## src/rtl/distance_trigger_pkg.sv

```systemverilog
// Shared state encoding, counter types and default timing for the distance
// trigger and the echo measurement logic that reuses it.
package distance_trigger_pkg;

    // Defaults assume a 125 MHz clock: 10 us trigger, 60 ms period, 38 ms echo limit.
    localparam int DEF_T_TRIG    = 1250;
    localparam int DEF_T_PERIOD  = 7500000;
    localparam int DEF_T_TIMEOUT = 4750000;

    localparam int PERIOD_CNT_W  = 23;
    localparam int WAIT_CNT_W    = 23;

    typedef logic [PERIOD_CNT_W-1:0] period_cnt_t;
    typedef logic [WAIT_CNT_W-1:0]   wait_cnt_t;

    typedef enum logic [2:0] {
        IDLE      = 3'd0,
        TRIG      = 3'd1,
        WAIT_RISE = 3'd2,
        WAIT_FALL = 3'd3,
        HOLDOFF   = 3'd4
    } trig_state_e;

endpackage

```

## src/rtl/sync_edge.sv

```systemverilog
// Two-flop synchronizer for an asynchronous line, with rise/fall pulses taken
// from the synchronized value against one further registered copy.
module sync_edge (
    input  logic clk_i,
    input  logic rst_ni,
    input  logic async_i,
    output logic rise_o,
    output logic fall_o
);

    logic meta_q;
    logic sync_q;
    logic prev_q;

    always_ff @(posedge clk_i or negedge rst_ni) begin
        if (!rst_ni) begin
            meta_q <= 1'b0;
            sync_q <= 1'b0;
            prev_q <= 1'b0;
        end else begin
            meta_q <= async_i;
            sync_q <= meta_q;
            prev_q <= sync_q;
        end
    end

    assign rise_o = sync_q & ~prev_q;
    assign fall_o = ~sync_q & prev_q;

endmodule

```

## src/rtl/distance_trigger.sv

```systemverilog
// Ultrasonic ranging controller: issues a timed trigger pulse, then waits for a
// complete echo rise/fall within a timeout, spacing triggers by a minimum period.
module distance_trigger
    import distance_trigger_pkg::*;
#(
    parameter int T_TRIG    = DEF_T_TRIG,
    parameter int T_PERIOD  = DEF_T_PERIOD,
    parameter int T_TIMEOUT = DEF_T_TIMEOUT
) (
    input  logic clk,
    input  logic rst_n,
    input  logic enable,
    input  logic start,
    input  logic echo_in,
    output logic trig_out,
    output logic busy,
    output logic done,
    output logic timeout
);

    localparam wait_cnt_t   TRIG_LAST    = wait_cnt_t'(T_TRIG - 1);
    localparam wait_cnt_t   TIMEOUT_LAST = wait_cnt_t'(T_TIMEOUT - 1);
    localparam period_cnt_t PERIOD_MAX   = period_cnt_t'(T_PERIOD);
    localparam period_cnt_t PERIOD_LAST  = period_cnt_t'(T_PERIOD - 1);

    trig_state_e state_q, state_d;
    wait_cnt_t   phaseCnt_q, phaseCnt_d;
    period_cnt_t periodCnt_q, periodCnt_d;
    logic        trig_q, trig_d;
    logic        done_q, done_d;
    logic        timeout_q, timeout_d;

    logic        echoRise;
    logic        echoFall;
    logic        trigRise;
    logic        periodReached;

    sync_edge u_echoSync (
        .clk_i   (clk),
        .rst_ni  (rst_n),
        .async_i (echo_in),
        .rise_o  (echoRise),
        .fall_o  (echoFall)
    );

    // The counter lands on T_PERIOD at the coming edge, so leaving HOLDOFF now
    // makes the next trigger rise exactly T_PERIOD cycles after the previous one.
    assign periodReached = (periodCnt_q >= PERIOD_LAST);

    always_comb begin
        state_d    = state_q;
        phaseCnt_d = '0;
        done_d     = 1'b0;
        timeout_d  = 1'b0;

        unique case (state_q)
            IDLE: begin
                if (enable || start) begin
                    state_d = TRIG;
                end
            end

            TRIG: begin
                phaseCnt_d = phaseCnt_q + wait_cnt_t'(1);
                if (phaseCnt_q == TRIG_LAST) begin
                    state_d    = WAIT_RISE;
                    phaseCnt_d = '0;
                end
            end

            WAIT_RISE: begin
                phaseCnt_d = phaseCnt_q + wait_cnt_t'(1);
                if (echoRise) begin
                    state_d    = WAIT_FALL;
                    phaseCnt_d = '0;
                end else if (phaseCnt_q == TIMEOUT_LAST) begin
                    state_d    = HOLDOFF;
                    phaseCnt_d = '0;
                    timeout_d  = 1'b1;
                end
            end

            // A falling edge arriving on the last allowed cycle still counts as a hit.
            WAIT_FALL: begin
                phaseCnt_d = phaseCnt_q + wait_cnt_t'(1);
                if (echoFall) begin
                    state_d    = HOLDOFF;
                    phaseCnt_d = '0;
                    done_d     = 1'b1;
                end else if (phaseCnt_q == TIMEOUT_LAST) begin
                    state_d    = HOLDOFF;
                    phaseCnt_d = '0;
                    timeout_d  = 1'b1;
                end
            end

            HOLDOFF: begin
                if (periodReached) begin
                    state_d = enable ? TRIG : IDLE;
                end
            end

            default: begin
                state_d = IDLE;
            end
        endcase
    end

    assign trig_d   = (state_d == TRIG);
    assign trigRise = trig_d & ~trig_q;

    always_comb begin
        periodCnt_d = periodCnt_q;
        if (trigRise) begin
            periodCnt_d = '0;
        end else if (periodCnt_q < PERIOD_MAX) begin
            periodCnt_d = periodCnt_q + period_cnt_t'(1);
        end
    end

    always_ff @(posedge clk or negedge rst_n) begin
        if (!rst_n) begin
            state_q     <= IDLE;
            phaseCnt_q  <= '0;
            periodCnt_q <= '0;
            trig_q      <= 1'b0;
            done_q      <= 1'b0;
            timeout_q   <= 1'b0;
        end else begin
            state_q     <= state_d;
            phaseCnt_q  <= phaseCnt_d;
            periodCnt_q <= periodCnt_d;
            trig_q      <= trig_d;
            done_q      <= done_d;
            timeout_q   <= timeout_d;
        end
    end

    assign trig_out = trig_q;
    assign busy     = (state_q != IDLE);
    assign done     = done_q;
    assign timeout  = timeout_q;

endmodule

```

## config.mk

```make
export PLATFORM = sky130hd
export DESIGN_NAME = distance_trigger
export DESIGN_NICKNAME = d
export VERILOG_FILES = /design/src/rtl/distance_trigger_pkg.sv /design/src/rtl/sync_edge.sv /design/src/rtl/distance_trigger.sv
export SDC_FILE = /design/constraint.sdc
export NUM_CORES = 1
export LEC_CHECK = 0
export CAP_MARGIN = 15
export CORE_MARGIN = 5
export CORE_UTILIZATION = 45
export DETAILED_ROUTE_END_ITERATION = 8
export PLACE_DENSITY = 0.57
export SLEW_MARGIN = 20
export SYNTH_ARGS = -nofsm -noshare
export SYNTH_HDL_FRONTEND = slang
export SYNTH_HIERARCHICAL = 1
export SYNTH_SLANG_ARGS = --single-unit
```

## constraint.sdc

```tcl
create_clock -name clk -period 6 [get_ports clk]
set_clock_uncertainty 0.05 [all_clocks]
set_input_delay 1.2 -clock clk [delete_from_list [all_inputs] [get_ports clk]]
set_output_delay 1.2 -clock clk [all_outputs]
set_load 0.01 [all_outputs]
```

==> metrics.txt <==
R2R Setup Slk=around 3.1 ns; total clock sinks=between 50 and 60; via count=~2,100; RSZ-0062 raised after global routing=false; Leakage=1.35 nW; fraction of registers with async set or reset after synthesis=between 90% and 100%; Die H=~89 µm; fin crit share=roughly half; Max FO, Critical Path=23; CP delay by family, top=compound AO/OA/AOI/OAI gates; fin. max-slew vios=0; placed instance area=between 2000 and 3000 µm²; Worst-Skew Late Latency=0.30 ns; Post-CTS Repair Setup Buffers=0; CTS tree=done; vias in the first global route=2,144; most frequent cells in the layout=63 x nor2_1, 55 x dfrtp_1, 26 x xor2_1; number of synthesized register bits=between 50 and 60; Mapped Cells=295; H-tree Lvls=2; final instance area=3100 µm²; Max-Cap Viols=0; worst-path cell chain=or4_1, nor4_2, a22oi_1, a2111o_1, a31oi_4, nor2_1; Buf+Inv Stages, Crit Path=0; syn_nets=between 300 and 400; I/O pin cnt=9; Worst path slowest cell=or4_1; Synth Area per Inst=between 9 and 10 µm²; CTS Buf Count=5; Post-Place Setup Slack=about 2.8 ns; kind of end point of the critical path=flop; Unique masters post-synth=45; post-route ant nets=0; Routed WL=5440 µm; status=finished, final reports clean; share of layout cells above drive strength 1=6.21%; area delta synth->final=9.60%; setup_tns=0 ns; number of synthesis warnings=6; crit path launch type=flop; Required @ worst endpoint=6.12 ns; CTS root buf=clkbuf_8; Setup violations, final=0; n_diodes=0; antenna violations before repair=0; drt wl/cell=approximately 14 µm; Worst slew margin=approximately 30%; Die Footprint=7970 µm²; most common cell after layout, fill and taps aside=nor2_1; largest net degree at the start of global routing=between 50 and 60; Slew @ Worst Pin=approximately 1.1 ns; clk buf depth=2; WP data arrival=around 3 ns; Overflow after GRT=0; Core Region=6030 µm²; worst setup margin=roughly 3.1 ns; f_max=about 350 MHz; VDD IR-drop max=about 110 µV; I/O Buffers=8; Row Count=28; RePlAce Congestion=between 0.8 and 0.9; Register Area=approximately 1400 µm²; pwr dens=approximately 200 nW/µm²; Fin. Hold Viols=0; CP Class=reg -> reg; drt pass-1 iters=4; DRC=0; met3 Usage GRT=~3.5%; met2 usage=a little over a quarter; Final HPWL DP=roughly 3800 µm; synthesized cell area=between 2000 and 3000 µm²; Die Width=between 80 and 90 µm; Worst path max stage delay=about 0.60 ns; GRT busiest layer=met2; Nets=313; fill count=~560; Period minus WS final=between 2 and 3 ns; Post-CTS Hold Buffers=0; area occupied by multi-input gates=around 1400 µm²; post-synthesis sequential area ratio=between 40% and 50%; met1 Use GR=a little under a fifth; vias per inst=~5.6; worst min path class=reg -> reg; Worst-path clk slew=around 0.10 ns; number of synthesized flops with an enable pin=0; overall power=634 µW; DRT iter0 DRCs=a little over 70; Post-synth top flop=dfrtp_1; post-cts resize count=0; global-route total usage across every layer=between 10% and 20%; first-pass GRT wire length=approximately 9700 µm; starting density of the core=between 40 and 50%
-- per-stage QoR --
step                cells  hold WS (ns)  utilization, %
floorplan             295         0.281               -
global placement      373         0.290            49.5
detailed placement    373         0.285            49.5
CTS                   381         0.308            51.5
global route          381         0.322            51.5
finish                381         0.305            51.5
-- cell usage after synthesis, drive strengths merged, types with 5 or more instances --
cell type | number | area, µm²
xnor2 | 15 | 131
nor2 | 63 | 236
dfrtp | 55 | 1380
nor3 | 8 | 40.0
nand3 | 20 | 100
inv | 6 | 22.5
and3 | 10 | 62.6
nand2 | 15 | 56.3
xor2 | 26 | 228
nor4 | 5 | 37.5
nand4 | 19 | 119
-- flip-flops by register name (all words and copies together) (netlist names) --
register and flops:
trig_out 1, u_echoSync/prev_q 1, periodCnt_q 23, u_echoSync/meta_q 1, done 1, state_q 3, u_echoSync/sync_q 1, phaseCnt_q 23
timeout 1
-- path summary, 6_finish.rpt --
kind / from / to / depth (start not counted)
max: periodCnt_q[15] / periodCnt_q[5] / 6
max in group asynchronous: rst_n / phaseCnt_q[11] / 2
min in group asynchronous: rst_n / periodCnt_q[3] / 2
min reg2reg: u_echoSync/meta_q / u_echoSync/sync_q / 0
max reg2reg: periodCnt_q[15] / periodCnt_q[5] / 6
min: u_echoSync/meta_q / u_echoSync/sync_q / 0
-- worst register-to-register path: stages (launching register included) --
cell and delay (ns):
dfrtp_1 0.42, or4_1 0.60, nor4_2 0.35, a22oi_1 0.18, a2111o_1 0.49, a31oi_4 0.54
nor2_1 0.12
-- report_power, final --
part	internal [mW]	switching [mW]	leakage, nW
Sequential	0.371	0.000400	0.722
Combinational	0.00323	0.00868	0.569
Clock	0.135	0.115	0.0612
-- kinds of logic after synthesis --
logic type | Yosys count | synth area share (%)
muxes | 1 | 0.354
buffers and inverters | 12 | 1.86
and+or+nand+nor | 163 | 29.3
adders and majority gates | 3 | 1.33
xor gates and xnor gates | 41 | 12.7
DFF | 55 | 48.7
AOI/OAI and AO/OA | 20 | 5.84
-- cell type report --
type                            instances  share of cell area [%]
Inverter                                6                   0.726
Timing Repair Buffer                    9                    2.66
Sequential cell                        55                    44.4
Tap cell                               75                    3.03
Clock buffer                            6                    2.66
Multi-Input combinational cell        228                    45.4
Clock inverter                          2                    1.13
-- per-layer routing --
layer  routed length [µm]  share of wire (%)  up-vias
met4                   59                1.1        0
li1                     -                  -     1056
met1                 2530                 46     1055
met2                 2720                 50       24
met5                    0                  0        -
met3                  135                2.5        8
(Power assumes the default switching activity.)
